### config.mk
export PLATFORM = sky130hd
export DESIGN_NAME = eth_payload_tx
export DESIGN_NICKNAME = d
export VERILOG_FILES = /design/src/rtl/eth_pkg.sv /design/src/rtl/payload_ram.sv /design/src/rtl/eth_payload_tx.sv
export SDC_FILE = /design/constraint.sdc
export NUM_CORES = 1
export LEC_CHECK = 0
export ABC_AREA = 0
export CAP_MARGIN = 20
export CORE_ASPECT_RATIO = 0.75
export CORE_MARGIN = 5
export CORE_UTILIZATION = 35
export DETAILED_ROUTE_END_ITERATION = 8
export MAX_ROUTING_LAYER = met4
export SLEW_MARGIN = 20
export SYNTH_ARGS = -nofsm -noshare
export SYNTH_HDL_FRONTEND = slang
export SYNTH_SLANG_ARGS = --single-unit
### constraint.sdc
create_clock -name clk -period 3.4 [get_ports clk]
set_input_delay 0.68 -clock clk [delete_from_list [all_inputs] [get_ports clk]]
set_output_delay 0.68 -clock clk [all_outputs]
set_load 0.02 [all_outputs]
### src/rtl/eth_pkg.sv
// Shared constants and state encoding for the Ethernet payload transmitter.
package eth_pkg;

  localparam int MIN_PAYLOAD    = 46;
  localparam int PREAMBLE_BYTES = 8;
  localparam int HEADER_BYTES   = 14;

  typedef enum logic [2:0] {
    FILL,
    START,
    HOLD,
    SEND,
    PAD,
    GAP
  } state_t;

endpackage

### src/rtl/payload_ram.sv
// Payload byte buffer: one write port, one registered read port, contents not reset.
module payload_ram #(
  parameter int DEPTH = 64,
  parameter int AW    = $clog2(DEPTH)
) (
  input  logic          clk,
  input  logic          we,
  input  logic [AW-1:0] wa,
  input  logic [7:0]    wd,
  input  logic [AW-1:0] ra,
  output logic [7:0]    rd
);

  logic [7:0] mem [DEPTH];

  always_ff @(posedge clk) begin
    if (we) mem[wa] <= wd;
    rd <= mem[ra];
  end

endmodule

### src/rtl/eth_payload_tx.sv
// Buffers one packet of payload bytes, then streams it N bits per clock after a
// start strobe and header hold, zero-padding short payloads to the Ethernet minimum.
module eth_payload_tx
  import eth_pkg::*;
#(
  parameter int N          = 2,
  parameter int DEPTH      = 64,
  parameter int HDR_CYCLES = 176,
  parameter int GAP_CYCLES = 96 / N
) (
  input  logic         clk,
  input  logic         rst,
  input  logic [7:0]   wr_data,
  input  logic         wr_valid,
  input  logic         wr_last,
  output logic         wr_ready,
  output logic         axiov,
  output logic [N-1:0] axiod,
  output logic         busy
);

  localparam int SPB = 8 / N;
  localparam int SW  = (SPB > 1) ? $clog2(SPB) : 1;
  localparam int AW  = $clog2(DEPTH);
  localparam int CW  = $clog2(DEPTH + 1);
  localparam int TW  = $clog2(HDR_CYCLES + GAP_CYCLES + MIN_PAYLOAD * 8 + 1);
  localparam logic [CW-1:0] MIN_CNT = CW'(MIN_PAYLOAD);

  state_t        state, state_n;
  logic [CW-1:0] count, count_n;
  logic [AW-1:0] byte_idx, byte_idx_n, rd_addr;
  logic [SW-1:0] sym, sym_n;
  logic [TW-1:0] tmr, tmr_n, pad_len;
  logic          ready_q, hs, last_sym;
  logic [7:0]    rd_data, sh;

  assign hs       = wr_valid & ready_q;
  assign wr_ready = ready_q;
  assign busy     = (state != FILL);
  assign last_sym = (sym == SW'(SPB - 1));
  assign pad_len  = TW'((MIN_PAYLOAD - int'(count)) * SPB);
  // Fetch one byte ahead so the registered read lines up with the symbol counter.
  assign rd_addr  = (state == SEND && last_sym) ? byte_idx + AW'(1) : byte_idx;

  payload_ram #(.DEPTH(DEPTH), .AW(AW)) u_ram (
    .clk (clk),
    .we  (hs),
    .wa  (count[AW-1:0]),
    .wd  (wr_data),
    .ra  (rd_addr),
    .rd  (rd_data)
  );

  always_ff @(posedge clk or negedge rst) begin
    if (!rst) begin
      state    <= FILL;
      count    <= '0;
      byte_idx <= '0;
      sym      <= '0;
      tmr      <= '0;
      ready_q  <= 1'b0;
    end else begin
      state    <= state_n;
      count    <= count_n;
      byte_idx <= byte_idx_n;
      sym      <= sym_n;
      tmr      <= tmr_n;
      ready_q  <= (state_n == FILL);
    end
  end

  always_comb begin
    state_n    = state;
    count_n    = count;
    byte_idx_n = byte_idx;
    sym_n      = sym;
    tmr_n      = tmr;
    axiov      = 1'b0;
    axiod      = '0;
    sh         = rd_data << (N * sym);
    case (state)
      FILL: if (hs) begin
        count_n = count + CW'(1);
        if (wr_last || count == CW'(DEPTH - 1)) state_n = START;
      end
      START: begin
        axiov   = 1'b1;
        tmr_n   = '0;
        state_n = HOLD;
      end
      HOLD: if (tmr == TW'(HDR_CYCLES - 1)) begin
        tmr_n   = '0;
        state_n = SEND;
      end else tmr_n = tmr + TW'(1);
      SEND: begin
        axiov = 1'b1;
        axiod = sh[7 -: N];
        sym_n = sym + SW'(1);
        if (last_sym) begin
          if ({1'b0, byte_idx} == count - CW'(1)) begin
            byte_idx_n = '0;
            tmr_n      = '0;
            state_n    = (count < MIN_CNT) ? PAD : GAP;
          end else byte_idx_n = byte_idx + AW'(1);
        end
      end
      PAD: begin
        axiov = 1'b1;
        if (tmr == pad_len - TW'(1)) begin
          tmr_n   = '0;
          state_n = GAP;
        end else tmr_n = tmr + TW'(1);
      end
      GAP: if (tmr == TW'(GAP_CYCLES - 1)) begin
        tmr_n   = '0;
        count_n = '0;
        state_n = FILL;
      end else tmr_n = tmr + TW'(1);
      default: state_n = FILL;
    endcase
  end

endmodule

# Word level (Yosys, flattened, before mapping)
# Memories as Yosys holds them, arrays and structs flattened. A register that Yosys moved wholly into a read port is not among the register bits.
# Index checks and enable logic that the tools add are counted.
# op_classes
n_addsub,7
magnitude_cmp,1
n_eq_ne,15
n_shift,1
muxes,24
n_bitwise,1
reduce_logical,11
# ops
op,n
$mux 10,5
$pmux 10 s5,1
$mux 3,7
$pmux 3 s6,1
$mux 7,2
$pmux 7 s2,1
$mux 6,2
$add 10x1->10 const B,1
$eq 10x10->1,1
$eq 10x6->1 const B,1
$eq 10x8->1 const B,1
$sub 10x1->10 const B,1
$shl 8x3->8,1
$sub 6x7->8 const A,1
$add 7x1->7 const B,1
$eq 6x7->1,1
$eq 7x6->1 const B,1
$lt 7x6->1 const B,1
$sub 7x1->7 const B,1
$add 6x1->6 const B,1
$eq 3x2->1 const B,2
$eq 3x3->1 const B,2
$logic_not 3->1,2
$ne 2x2->1 const B,3
15 further kinds,19
# word_totals
regBits,29
mem_bits_rw,512
elab_cells,67
memories,1
# mem_list
name,depth,word_bits,read_ports,rd_ports_with_merged_regs,write_ports,line,rtl
u_ram.mem,64,8,1,1,1,payload_ram.sv:14,logic [7:0] mem [DEPTH];

# Depth between registers and ports, before layout
# logic_depth
depth_word,6
ltp_mapped,13
mapped_depth_nobuf,10

# Hierarchy
# From an unflattened synthesis, not the netlist that was laid out.
# unflattened
hier_cells,1210
area_unflattened_um2,22678.0
# by_module_without_submodules
module,instances,cells_per_inst,area_per_inst_um2,seq_area_each_um2
payload_ram,1,940,20166.8,15534.9
eth_payload_tx,1,270,2511.2,725.7

# Worst setup path after synthesis
# No wires, ideal clock.
# synth_path
path_type,register to register
from,register count[0]
to,register tmr[9]
arrival_time_ps,2550
t_required_ps,3274
path_slack_ps,724
stages_incl_launch_ff,12
synth_period_minus_slack_ps,2676
cell_sequence,dfrtp_1 buf_4 inv_1 ha_1 and2_1 or2_1 a211oi_1 o2111a_2 a21oi_1 a211o_1 buf_6 a221o_1
# synth_between
elab_chain_cells,5
# synth_lines
item,line,rtl
"start, declared",eth_payload_tx.sv:30,"logic [CW-1:0] count, count_n;"
"start signal, assigned",eth_payload_tx.sv:64,count <= count_n;
$sub 6x7->8,eth_payload_tx.sv:41,assign pad_len = TW'((MIN_PAYLOAD - int'(count)) * SPB);
$sub 10x1->10,eth_payload_tx.sv:109,if (tmr == pad_len - TW'(1)) begin
$eq 10x10->1,eth_payload_tx.sv:109,
$mux 10,eth_payload_tx.sv:109,
$pmux 10 s5,eth_payload_tx.sv:81,case (state)
"end signal, assigned",eth_payload_tx.sv:67,tmr <= tmr_n;
"end, declared",eth_payload_tx.sv:33,"logic [TW-1:0] tmr, tmr_n, pad_len;"
# Parallel ways exist; a longest one is shown, timed or not.
# A chain may end at the register's enable or synchronous reset.

# Final worst setup path
# layout_path
from,register byte_idx[1]
to,"register u_ram.rd[1], read port of u_ram.mem"
# layout_between
elab_chain_cells,2
# layout_lines
item,line,rtl
"start, declared",eth_payload_tx.sv:31,"logic [AW-1:0] byte_idx, byte_idx_n, rd_addr;"
"start signal, assigned",eth_payload_tx.sv:65,byte_idx <= byte_idx_n;
$add 6x1->6,eth_payload_tx.sv:43,assign rd_addr = (state == SEND && last_sym) ? byte_idx + AW'(1) : byte_idx;
$mux 6 *,eth_payload_tx.sv:43,
"end, declared",payload_ram.sv:11,output logic [7:0] rd
# Every way passes the cells marked *; elsewhere a longest branch is shown, timed or not.

==> flow_metrics.tcl <==
set metrics [dict create \
    ant_nets 0 \
    finalHoldViolCount 0 \
    clock_skew_ns 0.01271 \
    rows 86 \
    clk_latency_ns 0.61 \
    finish.utilization_pct 40.11 \
    cts_buffers 54 \
    syn_area_per_cell_sq_um 12.54 \
    grt_pass1_wl_um 115300 \
    via_per_inst 5.946 \
    rr_worst_depth 8 \
    syn-num-nets 2072 \
    setup_viol 0 \
    drtIter0Drc 2183 \
    dieHeight_um 244.8 \
    antenna_found_initial 4 \
    grt_pass1_vias 18316 \
    final_nets 2135 \
    hold_depth 1 \
    hp-start "wr_data[7]" \
    synth.largest_area_cell "edfxtp_1" \
    wire_per_inst_um 24.86 \
    gp_congestion 0.9118 \
    tritoncts "done" \
    slew_headroom_pct 40.00 \
    worst_pin_slew_ns 0.9000 \
    ys_seq_area_share_pct 63.19 \
    place_inst 3027 \
    track_usage_pct 19.66 \
    numPortBuffers 16 \
    path_clk_slew_ns 0.07 \
    setup.worst_path.end_class "flip-flop" \
    clock-root-buffer "clkbuf_16" \
    htree_levels 2 \
    vias 18580 \
    timing.rr.end "u_ram.rd[1]" \
    min_path_type "in -> reg" \
    cts_setup_buffers 0 \
    ys.flop_type "edfxtp_1" \
    cap_violations 0 \
    arrival_ns 3.77 \
    fin_crit_sh_pct 96.51 \
    power.leakage_nw 9.386 \
    clkSinkCount 549 \
    hold_buffers 0 \
    grt_overflow_total 0 \
    rsz0062_at_grt "no" \
    grt_max_degree 91 \
    netlist_area_sq_um 25730 \
    critPathLaunchType "flip-flop" \
    status "completed" \
    fmax_mhz 304.7 \
    final_common_cell "edfxtp_1" \
    boundaryPins 17 \
    final_cell_mix "edfxtp_1, nor2_1, o22ai_1, buf_4, nand2_1" \
    netlist_top_cells_area "edfxtp_1, mux2i_1, o22ai_1, nor2_1, o221ai_1" \
    num-fill-cells 6862 \
    drive_above_1_share_pct 15.37 \
    area_delta_synth_final_pct 14.04 \
    fin_cells 3125 \
    ys_seq_elements 549 \
    drc 0 \
    crit_type "reg -> reg" \
    synth_edf_count 512 \
    required_ns 3.89 \
    yosysWarnings 0 \
    p_per_area_nw_per_um2 451.4 \
    reg2reg_slack_ns 0.12 \
    min_period_ns 3.281 \
    netlist_instances 2052 \
    worstHoldEndpoint "u_ram.mem[21][7]" \
    yosysTopAreaCellShare_pct 59.75 \
    cp_max_fo 9 \
    totalWireLength_um 77690 \
    hpwl_um 48630 \
    synth_cell_types 78 \
    rr_startpoint "byte_idx[1]" \
    maxSlewViolCount 0 \
    die-area_sq_um 79100 \
    async_reset_ff_share_pct 5.282 \
    drt_first_pass_iters 6 \
    clk_path_buf_depth 3 \
    die_x_um 323.1 \
    ir_drop_uv 391.8 \
    core_sq_um 73170 \
    start_util_pct 35.17 \
]
## synth_stat cells (7+ instances only)
cell,count
a2111oi_0,11
a211oi_1,7
a21oi_1,74
a31oi_1,11
and3_1,30
buf_2,80
buf_4,15
buf_6,11
clkbuf_1,54
dfrtp_1,29
dfxtp_1,8
edfxtp_1,512
ha_1,8
inv_1,10
mux2_2,50
mux2i_1,107
nand2_1,115
nand2b_1,7
nand3_1,27
nand3b_1,7
nand4_1,13
nor2_1,208
nor2b_1,14
nor3_1,70
nor4_1,35
o211ai_1,12
o21a_1,9
o21ai_0,100
o21ai_1,7
o221ai_1,87
o22ai_1,144
o31a_1,25
or3_1,48
xnor2_1,14
xor2_1,10
## critical path, cell delays in order, from the launching register on
cell and delay, ns:
dfrtp_4 0.49, ha_2 0.42, inv_2 0.21, or3_1 0.66, buf_4 0.28, o221ai_1 0.36
o211ai_1 0.24, o22ai_2 0.36, mux2i_1 0.13
## layout make-up
type	count	area (sq um)	share of cell area [%]
Sequential cell	549	16270	55.44
Multi-Input combinational cell	1326	8643	29.45
Timing Repair Buffer	173	1531	5.219
Clock buffer	67	1421	4.843
Tap cell	968	1211	4.127
Clock inverter	28	220.2	0.7504
Inverter	11	41.29	0.1407
Antenna cell	3	7.507	0.02558
## metal layers
layer | GRT usage [%] | wire length [um] | vias up
met2 | 28.93 | 34200 | 875
met5 | - | 0 | -
met4 | 5.464 | 1882 | 0
li1 | - | - | 8211
met1 | 27.40 | 33990 | 9374
met3 | 4.657 | 7621 | 120
## logic make-up (layout without fill, tap and decap cells)
group | Yosys count | after routing | synth area share [%]
adders and majority gates | 8 | 8 | 0.3890
muxes | 162 | 162 | 6.788
other | 0 | 3 | 0
AOI/OAI and AO/OA | 527 | 527 | 13.76
xor gates and xnor gates | 26 | 26 | 0.9433
buffers and inverters | 177 | 279 | 3.515
DFF | 549 | 549 | 63.19
and+or+nand+nor | 603 | 603 | 11.42
## how the worst max path moves through the flow
stage                           start     endpoint  slack (ns)  depth (start not counted)
after floorplan              count[0]       tmr[9]        0.72                         11
after global placement         sym[1]  u_ram.rd[4]         0.1                         12
after detailed placement       sym[1]  u_ram.rd[4]        0.04                         12
after CTS                    state[1]     axiod[0]       -0.14                          4
after global routing         count[1]       tmr[8]        0.01                         10
final                     byte_idx[1]  u_ram.rd[1]        0.12                          8
## sequential cells by signal, summed over array words and instances, names as in the netlist
name	cells
u_ram.rd	8
state	3
count	7
tmr	10
wr_ready	1
byte_idx	6
sym	2
u_ram.mem	512
## where the power goes
part	switching (mW)	total, mW	internal (mW)	leakage, nW
sequential	0	7.38	7.38	5.05
combinational	0.125	0.144	0.0187	3.54
clock	2.54	5.72	3.18	0.799
total	2.67	13.2	10.6	9.39
## repair_timing
action,CTS,global route
resized for setup,0,13
hold endpoints to repair,0,0
setup endpoints to repair,2,8
pin swaps,0,1
## metrics by stage
step	area, sq um	setup WS (ns)	hold slack (ns)	setup TNS [ns]	power [mW]
2_1_floorplan	25730	0.7243	0.3844	0	7.525
3_3_place_gp	27640	0.09645	0.5074	0	7.662
3_5_place_dp	27640	0.03941	0.5217	0	7.669
4_1_cts	29280	-0.1449	0.4300	-0.2893	13.36
5_1_grt	29350	0.01236	0.4304	0	13.67
6_report	29350	0.1186	0.4574	0	13.25
No activity file was read; power rests on OpenSTA's default activity.
